File: config.mk
export PLATFORM = sky130hd
export DESIGN_NAME = lavagem_display_scan
export DESIGN_NICKNAME = d
export VERILOG_FILES = /design/src/rtl/lavagem_display_scan.sv
export SDC_FILE = /design/constraint.sdc
export NUM_CORES = 1
export LEC_CHECK = 0
export CELL_PAD_IN_SITES_DETAIL_PLACEMENT = 2
export CELL_PAD_IN_SITES_GLOBAL_PLACEMENT = 2
export CORE_ASPECT_RATIO = 0.7
export CORE_MARGIN = 10
export CORE_UTILIZATION = 38
export DETAILED_ROUTE_END_ITERATION = 12
export GPL_TIMING_DRIVEN = 0
export HOLD_SLACK_MARGIN = 0.06
export PLACE_DENSITY = 0.86
export SLEW_MARGIN = 30
export SYNTH_ARGS = -nofsm -noshare
export SYNTH_HDL_FRONTEND = slang
export SYNTH_SLANG_ARGS = --single-unit
File: constraint.sdc
create_clock -name i_clock -period 3.4 [get_ports i_clock]
set_input_delay 0.51 -clock i_clock [delete_from_list [all_inputs] [get_ports i_clock]]
set_output_delay 0.51 -clock i_clock [all_outputs]
set_load 0.005 [all_outputs]
File: src/rtl/lavagem_display_scan.sv
// Multiplexed seven-segment scanner showing the held washing-stage code as a two-glyph pair.
// Optional post-change blink is compiled in with LAVAGEM_BLINK_EN.
module lavagem_display_scan #(
  parameter int NUM_DIGITS   = 2,
  parameter int SCAN_DIV     = 50000,
  parameter int BLINK_FRAMES = 8
) (
  input  logic                  i_clock,
  input  logic                  i_reset,
  input  logic                  i_load,
  input  logic [2:0]            i_stage,
  input  logic                  i_en,
  output logic [6:0]            o_seg_n,
  output logic [NUM_DIGITS-1:0] o_dig_n
);

  localparam int CW = $clog2(SCAN_DIV);
  localparam int DW = $clog2(NUM_DIGITS);
  localparam logic [CW-1:0] CNT_LAST = CW'(SCAN_DIV - 1);
  localparam logic [DW-1:0] DIG_LAST = DW'(NUM_DIGITS - 1);

  if (NUM_DIGITS < 2 || NUM_DIGITS > 8 || SCAN_DIV < 2 ||
      BLINK_FRAMES < 1 || BLINK_FRAMES > 255) begin : g_bad_params
    $error("lavagem_display_scan: parameter out of range");
  end

  logic [2:0]    r_stage;
  logic [CW-1:0] r_cnt;
  logic [DW-1:0] r_dig;
  logic [6:0]    r_seg_n;
  logic [NUM_DIGITS-1:0] r_dig_n;
  logic          w_frame_end, w_restart, w_blank;
  logic [6:0]    w_seg;

  function automatic logic [6:0] glyph_right(input logic [2:0] s);
    case (s)
      3'd0:    return 7'b0001001;
      3'd1:    return 7'b0100100;
      3'd2:    return 7'b0110000;
      3'd3:    return 7'b1101010;
      3'd4:    return 7'b0011000;
      3'd5:    return 7'b1001111;
      3'd6:    return 7'b0010010;
      default: return 7'b1100010;
    endcase
  endfunction

  function automatic logic [6:0] glyph_left(input logic [2:0] s);
    case (s)
      3'd0:                return 7'b0001001;
      3'd1:                return 7'b0100100;
      3'd2, 3'd3, 3'd4:    return 7'b1110001;
      default:             return 7'b0110000;
    endcase
  endfunction

  assign w_frame_end = (r_cnt == CNT_LAST) && (r_dig == DIG_LAST);
  // Re-loading the stage already shown is a no-op; only a real change restarts the scan.
  assign w_restart   = i_load && (i_stage != r_stage);

  always_ff @(posedge i_clock or posedge i_reset) begin
    if (i_reset) begin
      r_stage <= 3'd0;
      r_cnt   <= '0;
      r_dig   <= '0;
    end else begin
      if (w_restart) begin
        r_stage <= i_stage;
        r_cnt   <= '0;
        r_dig   <= '0;
      end else if (r_cnt == CNT_LAST) begin
        r_cnt <= '0;
        r_dig <= (r_dig == DIG_LAST) ? '0 : r_dig + 1'b1;
      end else begin
        r_cnt <= r_cnt + 1'b1;
      end
    end
  end

`ifdef LAVAGEM_BLINK_EN
  logic [7:0] r_blink_cnt;
  logic       r_phase;

  // Restart takes priority over frame end, so a re-arm always begins on a fresh blank frame.
  always_ff @(posedge i_clock or posedge i_reset) begin
    if (i_reset) begin
      r_blink_cnt <= 8'd0;
      r_phase     <= 1'b0;
    end else if (w_restart) begin
      r_blink_cnt <= 8'(BLINK_FRAMES);
      r_phase     <= 1'b1;
    end else if (w_frame_end && r_blink_cnt != 8'd0) begin
      r_blink_cnt <= r_blink_cnt - 8'd1;
      r_phase     <= ~r_phase;
    end
  end

  assign w_blank = r_phase && (r_blink_cnt != 8'd0);
`else
  assign w_blank = 1'b0;
`endif

  always_comb begin
    w_seg = 7'b1111111;
    if (r_dig == DW'(0))      w_seg = glyph_right(r_stage);
    else if (r_dig == DW'(1)) w_seg = glyph_left(r_stage);
    if (w_blank) w_seg = 7'b1111111;
  end

  always_ff @(posedge i_clock or posedge i_reset) begin
    if (i_reset) begin
      r_seg_n <= 7'b1111111;
      r_dig_n <= '1;
    end else if (i_en) begin
      r_seg_n <= w_seg;
      r_dig_n <= ~(NUM_DIGITS'(1) << r_dig);
    end else begin
      r_seg_n <= 7'b1111111;
      r_dig_n <= '1;
    end
  end

  assign o_seg_n = r_seg_n;
  assign o_dig_n = r_dig_n;

endmodule

[Word-level counts from Yosys, hierarchy flattened]
Cells that the tools add are included.
Widths: inputs -> output; s select.
Storage, ports and cells
  output and inout bits: 9
  word-level logic and storage cells: 31
  flip-flop bits (word level): 29
Operators by class
  multiplexer cells: 10
  equal/unequal tests: 8
  reductions and logical operators: 4
  add/subtract/negate cells: 2
  bitwise logic cells: 1
  shift-type cells: 1
Operators with widths (number)
  $pmux 7 s7: 1
  $mux 16: 2
  $pmux 7 s3: 1
  $add 16x1->16 const B: 1
  $eq 16x16->1 const B: 1
  $mux 7: 2
  $eq 3x3->1 const B: 3
  $eq 3x2->1 const B: 2
  $eq 3x1->1 const B: 1
  $logic_not 3->1: 1
  $mux 1: 3
  $ne 3x3->1: 1
  $reduce_or 3->1: 1
  $mux 2: 1
  $not 2->2: 1
  $reduce_bool 2->1: 1
  $shl 1x1->2 const A: 1
  $add 1x1->1 const B: 1
  $logic_and 1x1->1: 1

[Depth between registers and ports, before layout]
Gate-level depths: netlist (run 1).
  word-level depth: 5
  depth in mapped cells: 6

[Worst setup path before layout (run 1)]
OpenSTA, ideal clock, no wires.
  kind: flip-flop to flip-flop
  start: register r_cnt[0]
  end: register r_cnt[10]
  clock period less this slack: 1.478 ns
  path buffers: 1
  setup time: 0.121 ns
  setup slack: 1.922 ns
  data required time: 3.279 ns
  cell stages (with the launch flop): 7
  data arrival time: 1.357 ns
  cell sequence: dfrtp_1 > ha_1 > and3_1 > nand4_1 > nand2_1 > buf_2 > nor2_1
On the way
  longest elaborated chain between the ends: 3
  elaborated cells on any way between the ends: 4
  classes of those cells: 1 x add/sub; 1 x eq/ne; 2 x mux
Ends and longest elaborated chain
  start, declared: line 28  | logic [CW-1:0] r_cnt;
  start signal, assigned: line 75  | r_cnt <= r_cnt + 1'b1;
  $add 16x1->16 / $eq 16x16->1 (equally long branches): line 75, 71
  $mux 16 *: line 71  | end else if (r_cnt == CNT_LAST) begin
  $mux 16 *: line 67  | if (w_restart) begin
Every way passes the cells marked *; elsewhere a longest branch is shown, timed or not.
A chain may end at the register's enable or synchronous reset.

[Final worst setup path (run 1)]
  start: input i_stage[0]
  end: register r_cnt[11]
On the way
  longest elaborated chain between the ends: 3
Ends and longest elaborated chain
  start, declared: line 11  | input logic [2:0] i_stage,
  $ne 3x3->1: line 59  | assign w_restart = i_load && (i_stage != r_stage);
  $logic_and 1x1->1: line 59
  $mux 16: line 67
Every way passes these cells.

==> results of run 1 <==
worst max-delay path, stage by stage:
cell and delay [ps]:
clkdlybuf4s50_1 460, xor2_1 180, o31ai_1 390, nand2_1 270, buf_2 270, nor2_1 140
cells by family (layout without fill, tap and decap cells):
family / Yosys count / in the layout / synth area share
mux: 4 / 4 / 0.0326
xor+xnor: 17 / 17 / 0.108
simple gates: 62 / 62 / 0.240
flops: 29 / 29 / 0.534
compound gates: 13 / 13 / 0.0534
buf+inv: 8 / 31 / 0.0235
fa+ha+maj: 1 / 1 / 0.00906
cell usage after synthesis, drive strengths merged, types with 2 or more instances:
cell type,number,share of area
inv,3,0.0082
o31ai,2,0.011
nand2,9,0.024
nor2b,4,0.018
nand4,5,0.032
nor4,2,0.0091
clkbuf,2,0.0054
nor3,6,0.022
dfrtp,20,0.36
mux2,4,0.033
o21ai,6,0.022
buf,3,0.010
dfstp,9,0.17
nor2,20,0.054
nand3,5,0.018
a21oi,3,0.011
xor2,5,0.032
xnor2,12,0.076
and3,2,0.0091
sequential cells by signal, indices dropped and copies added (netlist names):
name	cells
o_dig_n	2
o_seg_n	7
r_cnt	16
r_dig	1
r_stage	3
metal layers:
layer	vias up	track usage
li1	499	-
met1	544	0.160
met2	25	0.190
met3	10	0.0416
met4	0	0.0648
met5	-	0
final cells by class:
| class | count | share of cell area |
|---|---|---|
| sequential | 29 | 0.435 |
| clock inverter | 1 | 0.00295 |
| buffer | 5 | 0.0125 |
| multi-input combinational | 97 | 0.361 |
| tap | 50 | 0.0369 |
| timing repair buffer | 15 | 0.0886 |
| clock buffer | 7 | 0.0568 |
| inverter | 3 | 0.00664 |
path summary, 6_finish.rpt:
kind	from	endpoint	slack, ps	cells after the start
min	r_cnt[0]	r_cnt[0]	530	1
max	i_stage[0]	r_cnt[11]	1380	6
min reg2reg	r_cnt[0]	r_cnt[0]	530	1
max reg2reg	r_stage[0]	r_cnt[11]	1530	6
min in group asynchronous	i_reset	r_cnt[7]	630	2
max in group asynchronous	i_reset	r_cnt[12]	2380	2
power groups by stage:
stage | combinational [mW] | clock (mW) | sequential (mW)
floorplan | 0.0536 | 0 | 0.391
finish | 0.101 | 0.319 | 0.388
CTS | 0.103 | 0.328 | 0.388
global placement | 0.0942 | 0 | 0.392
detailed placement | 0.102 | 0 | 0.394
global route | 0.112 | 0.343 | 0.390
through the flow:
step / setup WS (ps) / hold WS, ps / total power, mW / std cells
2_1_floorplan: 1920 / 473 / 0.445 / 134
3_3_place_gp: 1250 / 505 / 0.486 / 199
3_5_place_dp: 1110 / 518 / 0.495 / 199
4_1_cts: 1410 / 534 / 0.819 / 207
5_1_grt: 1250 / 540 / 0.845 / 207
6_report: 1380 / 525 / 0.807 / 207
==> results.md, run 1 <==
* Routed WL per cell at 18.2 µm
* HPWL Detailed at 2750 µm
* Worst-case clock buffer depth at 2
* Vias in the first global route at 1256
* Crit. End Element: flip-flop
* CTS hold repair buffers at 0
* Unrepaired setup endpoints after global routing: no
* Mapped Nets at about 140
* Die Area at 6490 µm²
* DR top layer: met4
* Initial core utilization at 0.393
* Worst-margin pin slew at between 600 and 700 ps
* Fraction of layout cells with a size suffix above 1 at 0.172
* DR iter-0 viols at 26
* GRT Overall Usage at 0.128
* Post-Syn Area at 1380 µm²
* Global-route wire length before repair at 6560 µm
* Warning count from the yosys run at 0
* Antenna viol nets, final at 0
* Final Hold Violating Endpoints at 0
* Tcrit/Tclk final at 0.594
* Largest net degree at the start of global routing at 30
* Clk_lat worst skew at 290 ps
* Fmax at 495 MHz
* Synth Flop Type: dfrtp_1
* Mean area per synthesized cell at approximately 10 µm²
* H-tree depth at 2
* Leak pwr at 0.675 nW
* Initial antenna violation count at 0
* Std-Cell Core Area at 3510 µm²
* PwrDens at about 480 nW/µm²
* TNS Setup at 0 ps
* IO Pins at 16
* Max capacitance violation total at 0
* Commonest non-fill, non-tap cells in the layout: nor2_1, dfrtp_1, clkdlybuf4s50_1, xnor2_1
* Final core occ at 0.483
* Setup violators final at 0
* FFs w/ async S/R, synth at 1.00
* Critical Path RT at between 3000 and 4000 ps
* Placed inst area at 1590 µm²
* Post-Layout Inst Area at between 1500 and 2000 µm²
* Syn Inst Count at ~130
* Post-synthesis sequential area ratio at 0.534
* CTS Buf Count at 5
* Area Growth Syn to Fin at 22.7%
* Clock share of power at 0.395
* WP data arrival at 2230 ps
* EDFF count, synth at 0
* Sink Count at 29
* Synth cell types at 33
* Peak supply drop at ~0.27 mV
* FF+latch count, synth at 29
* Rel. slew slack at 0.596
* Vias per cell at 5.21
* Setup Fix Bufs, Post-CTS at 0
* GPL Wtd Cong at approximately 0.78
* Total iterations of the first detailed-routing run at 4
* Crit start category: input pin
* Critical-path maximum fanout at 10
* Reg clk slew, reported paths at 60 ps
* Period minus WS final at 2020 ps
* Die X at 92.1 µm
* CTS tree: done
* Vert. Die Dim at 70.4 µm
* Fin nets at about 160
* Wire length on met2 at 1710 µm
* HP Class: flip-flop to flip-flop
* I/O Buffers at 15
* Sw power at 205 µW
* Comb pwr share at 0.125
* Multi-input gate area at 612 µm²
* Grt total ovfl at 0
* Antenna Cells at 0
* Fin. max-slew vios at 0
* Final wirelength at about 3800 µm
* CTS root buffer: clkbuf_8
* WL met1 at 1830 µm
* Filler cells at 389
* Post_cts resized at 0
* DR vias at 1078
* Status: complete, no violations
* Sw frac at 0.254
* Metal3 WL at 157 µm
* Internal at 602 µW
* Drt drc at 0
* CP Class: input pin to flip-flop
* Row count at 18
* Flop pwr share at 0.480
* Reg area at 737 µm²
* Layout Skew at slightly below 4 ps
Power figures use the tool's default switching activity.
==> inputs of run 2 (changes only) <==
--- a/config.mk
+++ b/config.mk
@@ -9,11 +9,11 @@
 export CELL_PAD_IN_SITES_GLOBAL_PLACEMENT = 2
 export CORE_ASPECT_RATIO = 0.7
 export CORE_MARGIN = 10
-export CORE_UTILIZATION = 38
+export CORE_UTILIZATION = 35
 export DETAILED_ROUTE_END_ITERATION = 12
 export GPL_TIMING_DRIVEN = 0
 export HOLD_SLACK_MARGIN = 0.06
-export PLACE_DENSITY = 0.86
+export PLACE_DENSITY = 0.8
 export SLEW_MARGIN = 30
 export SYNTH_ARGS = -nofsm -noshare
 export SYNTH_HDL_FRONTEND = slang
==> constraint.sdc (replaced) <==
create_clock -name i_clock -period 2.1 [get_ports i_clock]
set_input_delay 0.315 -clock i_clock [delete_from_list [all_inputs] [get_ports i_clock]]
set_output_delay 0.315 -clock i_clock [all_outputs]
set_load 0.005 [all_outputs]
==> results.md, run 2 (synthesized netlist as in run 1, its figures left out) <==
* Peak supply drop at 0.302 mV
* Critical Path RT at 2310 ps
* Metal3 WL at 153 µm
* Fin nets at ~160
* Tcrit/Tclk final at 0.923
* Vias in the first global route at between 1000 and 1500
* Sink Count at 29
* I/O Buffers at 15
* Die Area at 6900 µm²
* Crit path from: r_stage[0]
* Largest register by flop count: r_cnt
* H-tree depth at 2
* Global-route wire length before repair at 6200 µm
* Comb pwr share at 0.122
* Status: complete, no violations
* Area Growth Syn to Fin at 22.9%
* Crit start category: flip-flop
* CTS root buffer: clkbuf_8
* HP Class: input pin to asynchronous set/reset pin
* Grt total ovfl at 0
* DR iter-0 viols at 19
* Setup Fix Bufs, Post-CTS at 0
* DR vias at 1064
* Worst-case clock buffer depth at 2
* HPWL Detailed at about 2700 µm
* CTS hold repair buffers at 0
* Fraction of layout cells with a size suffix above 1 at 0.172
* Internal at 975 µW
* Initial antenna violation count at 0
* CTS Buf Count at 5
* Final core occ at 0.441
* Antenna Cells at 0
* Drt drc at 0
* Final Hold Violating Endpoints at 0
* DR top layer: met4
* Setup violators final at 0
* Worst-margin pin slew at just over 600 ps
* IO Pins at 16
* Sw power at 327 µW
* Antenna viol nets, final at 0
* Clk_lat worst skew at 290 ps
* Crit. End Element: flip-flop
* Clock share of power at 0.396
* Die X at 95.1 µm
* Largest net degree at the start of global routing at 30
* Wire length on met2 at 1780 µm
* RR Endpoint: r_cnt[10]
* GPL Wtd Cong at 0.730
* Placed Instances at roughly 200
* Vert. Die Dim at 72.6 µm
* Sw frac at 0.251
* Finished Layout Cells at around 210
* Max capacitance violation total at 0
* Post-Layout Inst Area at roughly 1700 µm²
* Vias per cell at 5.09
* CP Class: flip-flop to flip-flop
* WP data arrival at 2150 ps
* Total power at approximately 1.3 mW
* Unrepaired setup endpoints after global routing: no
* Post_cts resized at 0
* Period minus WS final at about 1900 ps
* Critical-path maximum fanout at 10
* WL met1 at around 1700 µm
* Max reg flops at 16
* Routed WL per cell at 17.5 µm
* Leak pwr at between 0.6 and 0.7 nW
* Reg clk slew, reported paths at 70 ps
* Rel. slew slack at 0.587
* Final wirelength at 3670 µm
* Initial core utilization at 0.359
* PwrDens at approximately 770 nW/µm²
* R2R cell count at 6
* Fmax at 516 MHz
* Fin. max-slew vios at 0
* Row count at 19
* Placed inst area at 1600 µm²
* Register-to-Register Setup Slack at 160 ps
* RR Startpoint: r_stage[0]
* Total iterations of the first detailed-routing run at 4
* CTS tree: done
* Commonest non-fill, non-tap cells in the layout: nor2_1, dfrtp_1, clkdlybuf4s50_1, xnor2_1
* Flop pwr share at 0.482
* Std-Cell Core Area at between 3000 and 4000 µm²
* Layout Skew at around 6.6 ps
* GRT Overall Usage at 0.118
## run 2: critical path, cell delays in order (launching register included)
cell	delay (ps)
dfrtp_1	350
buf_2	170
xor2_1	180
o31ai_1	460
nand2_1	290
buf_2	270
nor2_1	130
## run 2: power by group through the flow
stage                     sequential [mW]  clock [mW]  combinational (mW)
after floorplan                     0.634           0              0.0868
after global placement              0.634           0               0.153
after detailed placement            0.638           0               0.162
after CTS                           0.628       0.534               0.163
after global routing                0.632       0.553               0.180
final                               0.627       0.516               0.159
## run 2: layout make-up
cell class	count	area, µm²
Timing Repair Buffer	15	150
Buffer	5	21.3
Sequential cell	29	737
Clock buffer	7	96.3
Tap cell	52	65.1
Multi-Input combinational cell	97	612
Inverter	3	11.3
Clock inverter	1	5.00
Fill cell	428	2150
## run 2: how the worst max path moves through the flow
| stage | to | slack (ps) | cells after the start |
|---|---|---|---|
| 3_5_place_dp | r_cnt[11] | -60 | 6 |
| 2_1_floorplan | r_cnt[10] | 620 | 6 |
| 6_report | r_cnt[10] | 160 | 6 |
| 5_1_grt | r_cnt[10] | 40 | 5 |
| 4_1_cts | r_cnt[10] | 170 | 6 |
| 3_3_place_gp | r_cnt[10] | 90 | 6 |
## run 2: layer usage
layer / vias to the layer above / GRT usage
li1: 502 / -
met1: 543 / 0.141
met2: 13 / 0.186
met3: 6 / 0.0463
met4: 0 / 0.0447
met5: - / 0
## run 2: per-stage QoR
step / hold WS, ps / setup slack (ps) / setup TNS, ps
detailed placement: 507 / -57.8 / -459
global placement: 508 / 91.8 / 0
global route: 505 / 43.1 / 0
CTS: 451 / 166 / 0
floorplan: 354 / 622 / 0
finish: 436 / 162 / 0
